`config.mk`:
```
export PLATFORM = sky130hd
export DESIGN_NAME = arith_engine
export DESIGN_NICKNAME = d
export VERILOG_FILES = /design/src/rtl/arith_engine.sv
export SDC_FILE = /design/constraint.sdc
export NUM_CORES = 1
export LEC_CHECK = 0
export ABC_AREA = 0
export CAP_MARGIN = 20
export CELL_PAD_IN_SITES_DETAIL_PLACEMENT = 0
export CELL_PAD_IN_SITES_GLOBAL_PLACEMENT = 1
export CORE_ASPECT_RATIO = 0.9
export CORE_MARGIN = 2
export CORE_UTILIZATION = 25
export CTS_BUF_LIST = sky130_fd_sc_hd__clkbuf_8
export DETAILED_ROUTE_END_ITERATION = 6
export HOLD_SLACK_MARGIN = 0.02
export PLACE_DENSITY_LB_ADDON = 0.1
export SLEW_MARGIN = 15
export SYNTH_ARGS = -nofsm -noshare
export SYNTH_HDL_FRONTEND = slang
export SYNTH_SLANG_ARGS = --single-unit
```
`constraint.sdc`:
```
create_clock -name clk -period 5.2 [get_ports clk]
set_clock_uncertainty 0.15 [all_clocks]
set_input_delay 1.04 -clock clk [delete_from_list [all_inputs] [get_ports clk]]
set_output_delay 1.04 -clock clk [all_outputs]
set_load 0.05 [all_outputs]
```
`src/rtl/arith_engine.sv`:
```
// arith_engine: unsigned add/sub (1 cycle), shift-add mul and restoring div (WIDTH cycles) with valid/ready.
// Divider is built only when ARITH_ENGINE_DIV_EN is defined; otherwise op 11 returns error.
module arith_engine #(
  parameter int WIDTH = 14
) (
  input  logic             clk,
  input  logic             rst,
  input  logic             in_valid,
  output logic             in_ready,
  input  logic [1:0]       op,
  input  logic [WIDTH-1:0] operand_a,
  input  logic [WIDTH-1:0] operand_b,
  output logic             out_valid,
  input  logic             out_ready,
  output logic [WIDTH-1:0] result,
  output logic [WIDTH-1:0] remainder,
  output logic             overflow,
  output logic             error
);
  localparam int CW = $clog2(WIDTH + 1);
  typedef enum logic [1:0] {IDLE, CALC, DONE} state_t;
  state_t state;
  logic [CW-1:0] cnt;
  logic [WIDTH-1:0] a_r;
  logic [2*WIDTH-1:0] p, p_next;
  logic [WIDTH:0] sum, mac;
  logic is_div;
  assign sum = op[0] ? {1'b0, operand_a} - {1'b0, operand_b} : {1'b0, operand_a} + {1'b0, operand_b};
  // p holds {partial product high, remaining multiplier bits}; one bit retired per cycle
  assign mac = {1'b0, p[2*WIDTH-1:WIDTH]} + (p[0] ? {1'b0, a_r} : '0);
`ifdef ARITH_ENGINE_DIV_EN
  logic [WIDTH-1:0] b_r;
  logic [WIDTH:0] trial;
  logic ge;
  // for division p holds {partial remainder, dividend/quotient}; remainder < b keeps trial within WIDTH+1 bits
  assign trial = p[2*WIDTH-1:WIDTH-1] - {1'b0, b_r};
  assign ge = !trial[WIDTH];
  assign p_next = is_div ? {ge ? trial[WIDTH-1:0] : p[2*WIDTH-2:WIDTH-1], p[WIDTH-2:0], ge}
                         : {mac, p[WIDTH-1:1]};
`else
  assign is_div = 1'b0;
  assign p_next = {mac, p[WIDTH-1:1]};
`endif
  always_ff @(posedge clk) begin
    if (rst) begin
      state <= IDLE;
      in_ready <= 1'b1;
      out_valid <= 1'b0;
      result <= '0;
      remainder <= '0;
      overflow <= 1'b0;
      error <= 1'b0;
      cnt <= '0;
      p <= '0;
      a_r <= '0;
`ifdef ARITH_ENGINE_DIV_EN
      b_r <= '0;
      is_div <= 1'b0;
`endif
    end else begin
      case (state)
        IDLE: if (in_valid) begin
          in_ready <= 1'b0;
          overflow <= 1'b0;
          error <= 1'b0;
          remainder <= '0;
          a_r <= operand_a;
          cnt <= CW'(WIDTH);
`ifdef ARITH_ENGINE_DIV_EN
          b_r <= operand_b;
          is_div <= op[0];
`endif
          if (!op[1]) begin
            result <= sum[WIDTH-1:0];
            overflow <= sum[WIDTH];
            out_valid <= 1'b1;
            state <= DONE;
          end else if (!op[0]) begin
            p <= {{WIDTH{1'b0}}, operand_b};
            state <= CALC;
          end else begin
`ifdef ARITH_ENGINE_DIV_EN
            if (operand_b == '0) begin
              result <= '1;
              remainder <= operand_a;
              error <= 1'b1;
              out_valid <= 1'b1;
              state <= DONE;
            end else begin
              p <= {{WIDTH{1'b0}}, operand_a};
              state <= CALC;
            end
`else
            result <= '0;
            error <= 1'b1;
            out_valid <= 1'b1;
            state <= DONE;
`endif
          end
        end
        CALC: begin
          p <= p_next;
          cnt <= cnt - 1'b1;
          if (cnt == CW'(1)) begin
            result <= p_next[WIDTH-1:0];
            remainder <= is_div ? p_next[2*WIDTH-1:WIDTH] : '0;
            overflow <= !is_div && |p_next[2*WIDTH-1:WIDTH];
            out_valid <= 1'b1;
            state <= DONE;
          end
        end
        DONE: if (out_ready) begin
          out_valid <= 1'b0;
          in_ready <= 1'b1;
          state <= IDLE;
        end
        default: state <= IDLE;
      endcase
    end
  end
endmodule
```
== Yosys cells after proc, flatten, opt, wreduce, memory -nomap -nowiden ==
Index checks and enable logic that the tools add are counted.

* Flip-flop bits (word level): 80
* Logic and storage cells: 73
* Input bits: 34

* Reduce and logical (&&, ||, !) cells: 13
* Mux-type cells: 37
* Add/subtract/negate cells: 4
* Equality and inequality tests: 9

{| class="wikitable"
|+ Operators with widths
! cell !! count
|-
| $mux W14 || 7
|-
| $mux W28 || 3
|-
| $pmux W14 S2 || 2
|-
| $pmux W28 S2 || 1
|-
| $add A14 B14 Y15 || 2
|-
| $mux W15 || 1
|-
| $sub A14 B14 Y15 || 1
|-
| $reduce_or A14 Y1 || 1
|-
| $mux W1 || 12
|-
| $mux W2 || 5
|-
| $ne A2 B2 Y1 const B || 5
|-
| $reduce_and A3 Y1 || 3
|-
| $pmux W4 S2 || 1
|-
| $reduce_and A4 Y1 || 2
|-
| $pmux W2 S3 || 1
|-
| $reduce_and A5 Y1 || 1
|-
| $eq A4 B1 Y1 const B || 1
|-
| $mux W4 || 1
|-
| $pmux W1 S2 || 2
|-
| $reduce_and A2 Y1 || 2
|-
| $reduce_bool A2 Y1 || 2
|-
| $sub A4 B1 Y4 const B || 1
|-
| $ne A3 B3 Y1 const B || 1
|-
| $pmux W1 S3 || 1
|-
| 4 further kinds || 4
|}

== Longest topological paths before layout ==
* Word-level depth: 5
* Mapped depth: 13
* Depth with buffers taken out: 13

== Least setup slack after synthesis ==
OpenSTA, ideal clock, no wires.

* Path kind: input -> register
* From: input port operand_b[4]
* To: register result[13]
* Data arrival time: 3,278 ps
* Stages on the path: 12
* Setup slack: 1,686 ps
* Library setup time: 86 ps
* Buffers on the path: 0
* Cell sequence: nor3_1 and3b_1 nor2_1 xnor2_1 ha_1 o21a_1 o21a_1 o22a_1 nand3_1 a21o_1 a2111o_1 a211oi_1

* Longest elaborated chain between the ends: 5
* Elaborated cells between the ends (all ways): 6
* Classes of those cells: add/sub (2); mux (4)

{| class="wikitable"
|+ Ends and longest elaborated chain
! item !! RTL line !! source
|-
| from (decl) || 12 || <nowiki>input logic [WIDTH-1:0] operand_b,</nowiki>
|-
| $add A14 B14 Y15 / $sub A14 B14 Y15 (equally long branches) || 28 || <nowiki>assign sum = op[0] ? {1'b0, operand_a} - {1'b0, operand_b} : {1'b0, operand_a} + {1'b0, operand_b};</nowiki>
|-
| $mux W15 (*) || 28 ||
|-
| $mux W14 (*) || 73 || <nowiki>if (!op[1]) begin</nowiki>
|-
| $mux W14 (*) || 62 || <nowiki>IDLE: if (in_valid) begin</nowiki>
|-
| $pmux W14 S2 (*) || 61 || <nowiki>case (state)</nowiki>
|-
| to (signal assigned) || 74 || <nowiki>result <= sum[WIDTH-1:0];</nowiki>
|-
| to (signal assigned) || 105 || <nowiki>result <= p_next[WIDTH-1:0];</nowiki>
|-
| to (decl) || 15 || <nowiki>output logic [WIDTH-1:0] result,</nowiki>
|}

Every way passes the cells marked *; elsewhere a longest branch is shown, timed or not. The select of a mux whose other input is x is not followed.
A chain may end at the register's enable or synchronous reset.

== Worst setup path in the final report ==
* From: input port operand_b[4]
* To: register result[12]

The elaborated chain is that of the path after synthesis.

==> results by group <==
Drt
  – Routed WL per cell: between 15 and 20 um
  – Routed wire length: 14180 um
  – Post-route ant nets: 0
  – DR vias: roughly 4200
  – First-pass DRT Iterations: 4
  – Via density per instance: 4.954
  – DR iter-0 viols: between 200 and 300
  – DRC viols: 0

Pwr
  – Logic pwr share: 0.311
  – Cell leakage power: between 0.002 and 0.0025 uW
  – PwrDens: around 300 nW/um^2
  – Maximum VDD drop: 0.1073 mV
  – Cell Int Power: about 1100 uW
  – Sw Ratio: 0.3510
  – Sequential share of power: 0.356
  – Clock share of power: 0.333
  – NetSw: a little under 600 uW

Timing
  – Final hold viol count: 0
  – Worst slew pin tran: 0.9013 ns
  – Setup TNS: 0 ns
  – Min Tclk post-route: a little under 4 ns
  – F_max: 0.2514 GHz
  – Final worst-path cycle share: 0.7649
  – Rel. slew slack: 0.3964
  – Max Slew Vio Count: 0
  – Setup violations, final: 0
  – RSZ-0062 raised after global routing: no

Layout
  – Layout cells sized above 1: 0.06656
  – Final Util: 0.3073
  – Total Nets Final: approximately 680
  – Syn-to-layout area delta: 20.30%
  – Fill cells: a little under 2000
  – Ant. Diodes: 0

Synthesis
  – Primary FF master, synth: dfxtp_1
  – Yosys reg bits: between 60 and 70
  – Synth Warn #: 0
  – Post-synth EDFFs: 0
  – Cells after Synth: 571
  – Ys async rst share: 0
  – Syn avg cell area: around 8 sq um
  – Mapped Area: 4499 sq um
  – Distinct cells, synth: 70
  – Sequential-to-total area share from yosys stat: 0.2937

Floorplanning
  – Core ar.: 17610 sq um
  – Rows: 46
  – Die height: between 100 and 150 um
  – Die ar.: around 19000 sq um
  – Die X: around 150 um
  – I/O Pins: 66
  – Initial Util: 0.2555

Critical path
  – Levels on crit path: 13
  – Register-to-Register Path Depth: 11
  – Max incr delay on CP: 0.47 ns
  – CP max stage cell: clkdlybuf4s50_1
  – CP delay by family, top: simple AND/OR/NAND/NOR gates
  – CP Launch Type: primary input
  – Worst setup path startpoint: operand_b[4]
  – CP endpoint: result[12]
  – Reg-to-Reg Start: p[0]
  – Reg-to-reg endpoint: overflow
  – CP endpoint kind: flip-flop
  – CP Class: primary input to flip-flop
  – Worst reg-to-reg setup slack: 1.31 ns
  – Crit path cell chain: clkdlybuf4s50_1 > nor3_1 > and3b_1 > nor2_1 > xnor2_1 > ha_1 > nor3_1 > o21ai_0 > a21o_1 > a31oi_1 > xnor2_1 > nand2_1 > a311oi_1
  – Crit path required time: around 5.3 ns
  – Worst Path Buf+Inv: 1
  – Crit-path max FO: 5
  – CP arrival: 4.10 ns

GRT
  – Antenna violations before repair: 0
  – All-layer global routing usage: 0.1513
  – First-pass GRT wire length: between 20000 and 25000 um
  – Gr ovfl total: 0
  – Largest net degree at the start of global routing: just over 40
  – Vias in the first global route: roughly 4200

Clock network
  – TritonCTS clock tree: done
  – CTS H-tree lvls: 3
  – Setup bufs post-CTS: 0
  – Hold Buf Count CTS: 0
  – Root buffer cell: clkbuf_8
  – Cts bufs inserted: 9
  – TritonCTS Sinks: between 60 and 70
  – Post-CTS Resized: 0
  – Clock slew at reported path FFs: about 0.08 ns
  – Worst skew pair latency: between 0.3 and 0.4 ns
  – Max clock buf depth: 2

Run
  – Max_cap viols: 0

Placed design
  – Port Buf Inserts: just over 50
  – Half-perimeter wire length after placement: about 11000 um
  – Placer Congestion: about 0.78

Worst hold path
  – Hold Path Origin: a_r[8]
  – Hold Crit Class: flip-flop to flip-flop

Outcome
  – Run status: completed
==> logic make-up after synthesis <==
logic type               Yosys count  share of synthesized area
flip-flops                        66                     0.2937
XOR/XNOR                          27                    0.05256
other                              1                  0.0008335
multiplexers                       4                   0.008899
adder cells (fa/ha/maj)           33                    0.09511
AO/OA/AOI/OAI                    151                     0.2436
AND/OR/NAND/NOR                  227                     0.2339
buffers and inverters             62                    0.07147
==> worst min path at each step <==
stage | end | cells past startpoint | slack [ns]
3_5_place_dp | a_r[8] | 2 | 0.30
2_1_floorplan | a_r[0] | 2 | 0.28
4_1_cts | a_r[6] | 2 | 0.31
3_3_place_gp | a_r[5] | 2 | 0.29
6_report | a_r[8] | 2 | 0.31
5_1_grt | a_r[6] | 2 | 0.33
==> registers in the layout (all words and copies together), names as in the netlist <==
name	cells
state	2
result	14
in_ready	1
cnt	4
a_r	14
overflow	1
p	28
out_valid	1
error	1
==> tightest hold or removal path, stage by stage, from the launching register on <==
cell and delay [ns]:
dfxtp_1 0.31, nand2_1 0.05, a21oi_1 0.05
==> through the flow <==
stage | instance area, sq um | cells | hold slack, ns | worst slack (ns) | total power, uW
finish | 5413 | 856 | 0.3060 | 1.223 | 1643
floorplan | 4548 | 584 | 0.2817 | 1.686 | 956.2
global route | 5413 | 856 | 0.3309 | 0.9851 | 1746
global placement | 5170 | 841 | 0.2915 | 0.9224 | 1110
detailed placement | 5170 | 841 | 0.2981 | 0.8471 | 1111
CTS | 5410 | 856 | 0.3099 | 1.226 | 1672
==> power groups by stage <==
stage | logic [uW] | clock network [uW] | registers [uW]
2_1_floorplan | 309 | 0 | 647
5_1_grt | 564 | 589 | 593
3_5_place_dp | 514 | 0 | 598
3_3_place_gp | 513 | 0 | 597
6_report | 511 | 546 | 585
4_1_cts | 516 | 570 | 586
==> cell usage after synthesis (13+ instances only) <==
library cell | instances | area, sq um
dfxtp_1 | 66 | 1321
o21ai_0 | 13 | 65.06
ha_1 | 31 | 387.9
nor2_1 | 69 | 259.0
a21oi_1 | 39 | 195.2
a311oi_1 | 24 | 210.2
nand2_1 | 78 | 292.8
buf_4 | 15 | 112.6
and2_1 | 16 | 100.1
clkbuf_1 | 19 | 71.32
nor3_1 | 13 | 65.06
xnor2_1 | 19 | 166.4
inv_1 | 21 | 78.83
==> layout make-up <==
type | count | area (sq um) | area share
clock inverter | 5 | 102.6 | 0.01896
inverter | 21 | 78.83 | 0.01456
clock buffer | 10 | 137.6 | 0.02543
multi-input combinational | 456 | 2914 | 0.5384
sequential | 66 | 1321 | 0.2441
timing repair buffer | 58 | 558.0 | 0.1031
tap | 240 | 300.3 | 0.05548
==> cells in the final DEF, fill, tap and decap left out, types with 12 or more instances in the layout <==
cell	instances
xnor2_1	19
a21oi_1	38
nor3_1	13
a311oi_1	24
ha_1	31
nand2_1	78
nand3_1	12
o21ai_0	13
dfxtp_1	66
conb_1	14
clkdlybuf4s50_1	50
nor2_1	68
and2_1	16
a22oi_1	12
inv_1	21
==> routing by layer <==
metal  routed length [um]  track usage
met2                 6287       0.2354
met3                  619      0.02813
met1                 7070       0.2125
met4                  198      0.04466
met5                    0            0
Note: power is estimated with default switching activity, not from simulation.
